File: src/rtl/grayscale_ctrl.sv
// Grayscale sequencer: packs RGB pixels into 4-pixel groups, hands them to the grayscale
// datapath, and forwards each gray result over valid/ready with frame and timeout tracking.
module grayscale_ctrl #(
    parameter int unsigned IMG_WIDTH      = 640,
    parameter int unsigned IMG_HEIGHT     = 480,
    parameter int unsigned TIMEOUT_CYCLES = 16
) (
    input  logic             clk_i,
    input  logic             rst_ni,
    input  logic             start_i,
    input  logic             abort_i,
    input  logic [23:0]      pixel_in_i,
    input  logic             pixel_valid_i,
    output logic             pixel_ready_o,
    output logic [3:0][23:0] in_pixel_buffer_o,
    output logic             gray_en_o,
    input  logic             gray_done_i,
    input  logic [7:0]       gray_pixel_i,
    output logic [7:0]       out_gray_o,
    output logic             out_valid_o,
    input  logic             out_ready_i,
    output logic             frame_done_o,
    output logic             busy_o,
    output logic             err_o
);

    localparam int unsigned NumGroups = IMG_WIDTH * IMG_HEIGHT / 4;
    localparam int unsigned GroupW    = (NumGroups > 1) ? $clog2(NumGroups) : 1;
    localparam int unsigned TcntW     = $clog2(TIMEOUT_CYCLES + 1);
    localparam logic [GroupW-1:0] LastGroup = GroupW'(NumGroups - 1);
    localparam logic [TcntW-1:0]  TcntLast  = TcntW'(TIMEOUT_CYCLES - 1);

    typedef enum logic [2:0] {
        StIdle,
        StFill,
        StConvert,
        StOutput,
        StFdone,
        StError
    } state_e;

    state_e             state_q, state_d;
    logic [3:0][23:0]   buf_q, buf_d;
    logic [1:0]         idx_q, idx_d;
    logic [TcntW-1:0]   tcnt_q, tcnt_d;
    logic [GroupW-1:0]  gcnt_q, gcnt_d;
    logic [7:0]         gray_q, gray_d;
    logic               err_q, err_d;

    always_ff @(posedge clk_i or negedge rst_ni) begin
        if (!rst_ni) begin
            state_q <= StIdle;
            buf_q   <= '0;
            idx_q   <= '0;
            tcnt_q  <= '0;
            gcnt_q  <= '0;
            gray_q  <= '0;
            err_q   <= 1'b0;
        end else begin
            state_q <= state_d;
            buf_q   <= buf_d;
            idx_q   <= idx_d;
            tcnt_q  <= tcnt_d;
            gcnt_q  <= gcnt_d;
            gray_q  <= gray_d;
            err_q   <= err_d;
        end
    end

    always_comb begin
        state_d = state_q;
        buf_d   = buf_q;
        idx_d   = idx_q;
        tcnt_d  = tcnt_q;
        gcnt_d  = gcnt_q;
        gray_d  = gray_q;
        err_d   = err_q;
        // Abort outranks everything; the pixel buffer deliberately keeps its contents.
        if (abort_i) begin
            state_d = StIdle;
            idx_d   = '0;
            tcnt_d  = '0;
            gcnt_d  = '0;
            err_d   = 1'b0;
        end else begin
            unique case (state_q)
                StIdle: begin
                    if (start_i) begin
                        state_d = StFill;
                        idx_d   = '0;
                        gcnt_d  = '0;
                    end
                end
                StFill: begin
                    if (pixel_valid_i) begin
                        buf_d[idx_q] = pixel_in_i;
                        idx_d        = idx_q + 2'd1;
                        if (idx_q == 2'd3) state_d = StConvert;
                    end
                end
                StConvert: begin
                    // A done on the final allowed cycle still wins over the timeout.
                    if (gray_done_i) begin
                        gray_d  = gray_pixel_i;
                        tcnt_d  = '0;
                        state_d = StOutput;
                    end else if (tcnt_q == TcntLast) begin
                        tcnt_d  = '0;
                        err_d   = 1'b1;
                        state_d = StError;
                    end else begin
                        tcnt_d = tcnt_q + 1'b1;
                    end
                end
                StOutput: begin
                    if (out_ready_i) begin
                        if (gcnt_q == LastGroup) begin
                            gcnt_d  = '0;
                            state_d = StFdone;
                        end else begin
                            gcnt_d  = gcnt_q + 1'b1;
                            state_d = StFill;
                        end
                    end
                end
                StFdone: state_d = StIdle;
                StError: begin
                    if (start_i) begin
                        state_d = StFill;
                        err_d   = 1'b0;
                        idx_d   = '0;
                        tcnt_d  = '0;
                        gcnt_d  = '0;
                    end
                end
                default: state_d = StIdle;
            endcase
        end
    end

    assign pixel_ready_o     = (state_q == StFill);
    assign gray_en_o         = (state_q == StConvert);
    assign out_valid_o       = (state_q == StOutput);
    assign frame_done_o      = (state_q == StFdone);
    assign busy_o            = (state_q != StIdle) && (state_q != StError);
    assign err_o             = err_q;
    assign in_pixel_buffer_o = buf_q;
    assign out_gray_o        = gray_q;

endmodule

File: config.mk
export PLATFORM = sky130hd
export DESIGN_NAME = grayscale_ctrl
export DESIGN_NICKNAME = d
export VERILOG_FILES = /design/src/rtl/grayscale_ctrl.sv
export SDC_FILE = /design/constraint.sdc
export NUM_CORES = 1
export LEC_CHECK = 0
export CORE_ASPECT_RATIO = 0.7
export CORE_MARGIN = 2
export CORE_UTILIZATION = 25
export DETAILED_ROUTE_END_ITERATION = 16
export DONT_BUFFER_PORTS = 1
export MAX_ROUTING_LAYER = met4
export PLACE_DENSITY_LB_ADDON = 0.3
export SKIP_LAST_GASP = 1
export SLEW_MARGIN = 40
export SYNTH_ARGS = -nofsm -noshare
export SYNTH_HDL_FRONTEND = slang
export SYNTH_SLANG_ARGS = --single-unit
File: constraint.sdc
create_clock -name clk_i -period 2.3 [get_ports clk_i]
set_clock_uncertainty 0.2 [all_clocks]
set_input_delay 0.345 -clock clk_i [delete_from_list [all_inputs] [get_ports clk_i]]
set_output_delay 0.345 -clock clk_i [all_outputs]
set_load 0.01 [all_outputs]
==> reports/metrics.yaml, run 1 <==
result_of_the_run: "finished, violations left"
violations: "hold timing"
routed_wl_mm: 14.3
multiplexer_area_fraction_after_synthesis_pct: 21.1
post_route_cells_drive_above_1_share_pct: 20.0
grt_pass1_wl_mm: 21.7
reg2reg_depth: 5
rsz0062_at_grt: "false"
worstSetupPathDepth: 3
final.period_utilization_pct: 95.5
total_power_w: 0.00719
count_of_pins_on_the_block_boundary: 149
final_area_um2: 7170
antenna_found_initial: 0
worst_setup_hold_path_clk_slew_ns: 0.07
wl_per_cell_um: 18.0
yosysTopAreaCell: "dfrtp_1"
die_w_um: 185
clockRootBuffer: "clkbuf_16"
routed_via_density: 4.71
max_cap_violations: 0
worstSkewPairLatency_ns: 0.43
post-dp-hpwl_mm: 9.43
route.antenna.remaining_nets: 0
place.gp.congestion: 0.801
yosysMostFrequentCell: "dfrtp_1"
report.final.slew_viol_count: 0
synth_simple_gate_area_share_pct: 10.1
placed_area_um2: 6180
synth_to_final_area_change_pct: 24.7
max_slew.worst_pin.slew_ns: 0.580
floorplan.rows: 46
post_synth_inst_count: 421
synth-adder-area-share_pct: 1.31
fin_nets: 513
static-leakage-power_nw: 3.23
post_synth_xor_area_fraction_pct: 0.152
vdd.ir_drop.worst_mv: 0.678
critPathArrivalTime_ns: 1.65
port_buffer_cells: 0
critical_path_class: "reg -> out"
worstSetupStartpointType: "register"
clock.fmax_mhz: 455
worst_path_bufs_invs: 2
hold_ws_ns: -0.586
first_global_vias: 3765
yosys_register_bits: 132
cts_hold_buf: 35
yosys_warnings: 0
critPathRequiredTime_ns: 1.75
fin_setup_tns_ns: 0
synth_flop_cell: "dfrtp_1"
worstPathMaxFanout: 10
synth_compound_area_share_pct: 7.53
clk_path_buf_depth: 2
timing.critical_path.slowest_cell_delay_ns: 0.56
synth_enable_flop_cells: 0
timing.critical_path.cells: "buf_4 -> inv_1 -> nor3_1"
core_area_um2: 22600
yosys-top-cells-count: "dfrtp_1 (132), mux2_1 (72), mux2_2 (34)"
drt_iter0_drc: 175
gr-usage-all-layers_pct: 12.4
yosys-top-cells-area: "dfrtp_1 (57%), mux2_1 (14%), mux2_2 (6.7%)"
min_path_type: "in -> async"
mappedNetlistNets: 466
ys_async_sr_fraction_pct: 100
cts_buffers: 17
num-fill-cells: 2229
die_area_um2: 24300
power_density_nw_per_um2: 1000
critPathCaptureType: "output port"
die-height_um: 131
worst_slew_margin_rel_pct: 61.1
finalCriticalPeriod_ns: 2.20
setup-violations-final: 0
cpMaxStageDelayCell: "dfrtp_1"
synth_top_family_by_area: "multiplexers"
synth.cell_area_um2: 5750
cts_tree: "done"
detail_route.first_pass.iterations: 4
start_util_pct: 25.4
antennaDiodeCount: 0
cts_htree_levels: 4
timing.critical_path.max_delay_family: "flip-flops"
synth_sequential_area_ratio_pct: 57.4
synth_cell_type_count: 57
grt-ovfl-total: 0
post-synth-top-area-fraction_pct: 57.4
grt_max_degree: 133
syn_area_per_cell_um2: 13.7
remaining_drc_errors: 0
hold_viol_final: 132
total_vias_in_the_final_route: 3732
cts_setup_buffers: 0
cts_sinks: 132
-- stage by stage --
stage | hold WS (ns) | utilization, % | worst slack, ns | instances
6_report | -0.586 | 31.7 | 0.104 | 793
5_1_grt | -0.619 | 31.7 | 0.0233 | 793
4_1_cts | -0.612 | 31.7 | 0.0777 | 793
3_5_place_dp | -0.147 | 27.3 | 0.0769 | 726
3_3_place_gp | -0.147 | 27.3 | 0.163 | 726
2_1_floorplan | -0.151 | - | 0.308 | 421
-- final timing paths --
check,startpoint,to,slack [ns]
worst max-delay path,state_q[2]$_DFFE_PN0P_,frame_done_o,0.10
worst min-delay path,rst_ni,state_q[0]$_DFFE_PN0P_,-0.59
worst max register to register,state_q[2]$_DFFE_PN0P_,gcnt_q[9]$_DFFE_PN0P_,0.13
worst min register to register,tcnt_q[4]$_DFFE_PN0P_,tcnt_q[4]$_DFFE_PN0P_,0.29
max in group asynchronous,rst_ni,in_pixel_buffer_o[81]$_DFFE_PN0P_,2.27
min in group clk_i,gray_done_i,tcnt_q[0]$_DFFE_PN0P_,0.05
-- where the power goes --
group	internal, W	switching (W)	leakage [nW]
sequential	0.00282	0.000653	1.76
combinational	0.000439	0.000363	1.16
clock	0.00183	0.00109	0.302
total	0.00508	0.00211	3.23
-- area by class of cell --
| class | instances | area, um^2 | share of cell area (%) |
|---|---|---|---|
| clock buffer | 18 | 429 | 5.98 |
| inverter | 7 | 26.3 | 0.366 |
| sequential | 132 | 3300 | 46.1 |
| multi-input combinational | 261 | 2320 | 32.3 |
| timing repair buffer | 49 | 505 | 7.05 |
| clock inverter | 14 | 198 | 2.76 |
| tap | 312 | 390 | 5.44 |
-- sequential cells by signal, indices dropped and copies added (netlist names) --
signal,count
in_pixel_buffer_o,96
gcnt_q,17
out_gray_o,8
tcnt_q,5
state_q,3
idx_q,2
err_o,1
-- logic make-up (layout without fill, tap and decap cells) --
family,Yosys count,after routing
xor gates and xnor gates,1,1
adders and majority gates,6,6
and+or+nand+nor,91,91
muxes,108,108
AOI/OAI and AO/OA,55,55
DFF,132,132
buffers and inverters,28,88
-- timing repair --
action | CTS | global route
hold endpoints to repair | 249 | 132
gates resized for setup | 0 | 2
endpoints found under the setup margin | 0 | 89
-- routing by layer --
metal	global-route usage [%]	vias to the layer above	part of all wire, %	wire length (um)
li1	-	1683	-	-
met1	16.0	1940	47	6640
met2	18.2	94	47	6690
met3	3.88	15	4.9	699
met4	5.00	0	1.6	225
met5	-	-	0	0
-- layout by cell type, fill, tap and decap left out, types with 5 or more instances in the layout --
cell	synthesis	layout
a21oi_1	5	5
a22oi_1	7	7
buf_4	0	10
clkbuf_16	0	17
dfrtp_1	132	131
dlygate4sd3_1	0	35
ha_1	6	6
inv_1	7	7
mux2_1	72	72
mux2_2	34	34
nand2_1	19	19
nand3_1	12	12
nand4_1	6	6
nor2b_1	6	6
o21ai_1	5	5
o31ai_1	8	8
or4_1	10	10
Power figures use the tool's default switching activity.
==> run 2, diff against run 1 <==
Settings changed: CAP_MARGIN from default to 0, CORE_MARGIN 2 to 8, CTS_CLUSTER_DIAMETER from default to 150.
==> reports/metrics.yaml, run 2 (synthesized netlist as in run 1, its figures left out) <==
cts_buffers: 17  # unchanged
finalCriticalPeriod_ns: 2.13  # was 2.20 ns
max_cap_violations: 0  # unchanged
worstSetupStartpointType: "register"  # unchanged
min_path_type: "in -> async"  # unchanged
clk_path_buf_depth: 2  # unchanged
cts_tree: "done"  # unchanged
fin_setup_tns_ns: 0  # unchanged
worstPathMaxFanout: 27  # was 10
antenna_found_initial: 1  # was 0
vdd.ir_drop.worst_mv: 0.464  # was 0.678 mV
grt-ovfl-total: 0  # unchanged
final.period_utilization_pct: 92.8  # was 95.5%
total_vias_in_the_final_route: 3725  # was 3732
static-leakage-power_nw: 3.21  # was 3.23 nW
result_of_the_run: "finished, violations left"  # unchanged
wl_per_cell_um: 19.4  # was 18.0 um
critPathCaptureType: "register"  # was output port
post_route_cells_drive_above_1_share_pct: 20.1  # was 20.0%
floorplan.rows: 46  # unchanged
total_power_w: 0.00701  # was 0.00719 W
clockRootBuffer: "clkbuf_16"  # unchanged
final_cell_mix: "dfrtp_1 (132), mux2_1 (72), dlygate4sd3_1 (36)"  # was dfrtp_1 (131), mux2_1 (72), dlygate4sd3_1 (35)
detail_route.first_pass.iterations: 5  # was 4
critPathRequiredTime_ns: 2.43  # was 1.75 ns
die_area_um2: 28200  # was 24300 um^2
worst_slew_margin_rel_pct: 67.4  # was 61.1%
grt_pass1_wl_mm: 24.0  # was 21.7 mm
drt_iter0_drc: 205  # was 175
setup-violations-final: 0  # unchanged
die-height_um: 143  # was 131 um
fin_nets: 516  # was 513
worstSkewPairLatency_ns: 0.42  # was 0.43 ns
routed_via_density: 4.68  # was 4.71
post_cts.resized_instances: 0  # unchanged
max_slew.worst_pin.slew_ns: 0.486  # was 0.580 ns
remaining_drc_errors: 0  # unchanged
start_util_pct: 25.4  # unchanged
core_area_um2: 22600  # unchanged
gr-usage-all-layers_pct: 11.5  # was 12.4%
rsz0062_at_grt: "false"  # unchanged
synth_to_final_area_change_pct: 24.5  # was 24.7%
die_w_um: 197  # was 185 um
hold_viol_final: 132  # unchanged
first_global_vias: 3959  # was 3765
power_density_nw_per_um2: 979  # was 1000 nW/um^2
grt_max_degree: 133  # unchanged
cts_htree_levels: 4  # unchanged
port_buffer_cells: 0  # unchanged
post-dp-hpwl_mm: 10.7  # was 9.43 mm
hold_ws_ns: -0.574  # was -0.586 ns
leading_cell_type_in_the_layout_fill_and_taps_excluded: "dfrtp_1"  # unchanged
place.gp.congestion: 0.790  # was 0.801
violations: "hold timing"  # unchanged
routed_wl_mm: 15.5  # was 14.3 mm
critical_path_class: "reg -> reg"  # was reg -> out
report.final.slew_viol_count: 0  # unchanged
clock.fmax_mhz: 468  # was 455 MHz
critPathArrivalTime_ns: 2.27  # was 1.65 ns
cts_hold_buf: 35  # unchanged
cts_setup_buffers: 0  # unchanged
largest_register_ff_count: 96  # unchanged
worst_setup_hold_path_clk_slew_ns: 0.06  # was 0.07 ns
cts_sinks: 132  # unchanged
route.antenna.remaining_nets: 0  # unchanged
count_of_pins_on_the_block_boundary: 149  # unchanged
-- run 2: critical path, stage by stage (launching register included) --
cell and delay (ns):
dfrtp_1 0.44, buf_4 0.19, and4b_4 0.29, a2111oi_4 0.07, buf_12 0.18, or4_1 0.50
a22oi_1 0.18
-- run 2: per-layer routing --
| metal | routed length, um | up-vias | GRT usage, % |
|---|---|---|---|
| met1 | 6860 | 1934 | 14.4 |
| met2 | 7420 | 101 | 17.2 |
| met3 | 1050 | 9 | 4.51 |
| met5 | 0 | - | - |
| met4 | 131 | 0 | 3.20 |
| li1 | - | 1681 | - |
-- run 2: layout make-up --
cell class / count / area, um^2
fill: 2266 / 15500
sequential: 132 / 3300
multi-input combinational: 261 / 2310
timing repair buffer: 52 / 543
clock buffer: 19 / 453
tap: 312 / 390
clock inverter: 12 / 130
inverter: 7 / 26.3
antenna: 1 / 2.50
-- run 2: final timing paths --
| kind | start | end | slack, ns | cells after the start |
|---|---|---|---|---|
| hold / removal | rst_ni | gcnt_q[0]$_DFFE_PN0P_ | -0.57 | 0 |
| setup reg to reg | state_q[0]$_DFFE_PN0P_ | gcnt_q[13]$_DFFE_PN0P_ | 0.17 | 6 |
| setup / recovery | state_q[0]$_DFFE_PN0P_ | gcnt_q[13]$_DFFE_PN0P_ | 0.17 | 6 |
| min in group clk_i | abort_i | state_q[1]$_DFFE_PN0P_ | 0.03 | 2 |
| hold reg to reg | tcnt_q[4]$_DFFE_PN0P_ | tcnt_q[4]$_DFFE_PN0P_ | 0.30 | 1 |
| max in group asynchronous | rst_ni | in_pixel_buffer_o[0]$_DFFE_PN0P_ | 2.16 | 0 |
-- run 2: where the power goes --
group	leakage (nW)	switching [W]	internal, W
Sequential	1.76	0.000663	0.00281
Clock	0.274	0.00104	0.00164
Combinational	1.17	0.000390	0.000453
-- run 2: per-stage QoR --
| stage | worst slack (ns) | instance area [um^2] | instances | util, % |
|---|---|---|---|---|
| finish | 0.165 | 7160 | 796 | 31.6 |
| global route | 0.0342 | 7160 | 796 | 31.6 |
| global placement | 0.241 | 6210 | 728 | 27.5 |
| detailed placement | 0.184 | 6210 | 728 | 27.5 |
| CTS | 0.167 | 7150 | 794 | 31.6 |
| floorplan | 0.308 | 5750 | 421 | - |
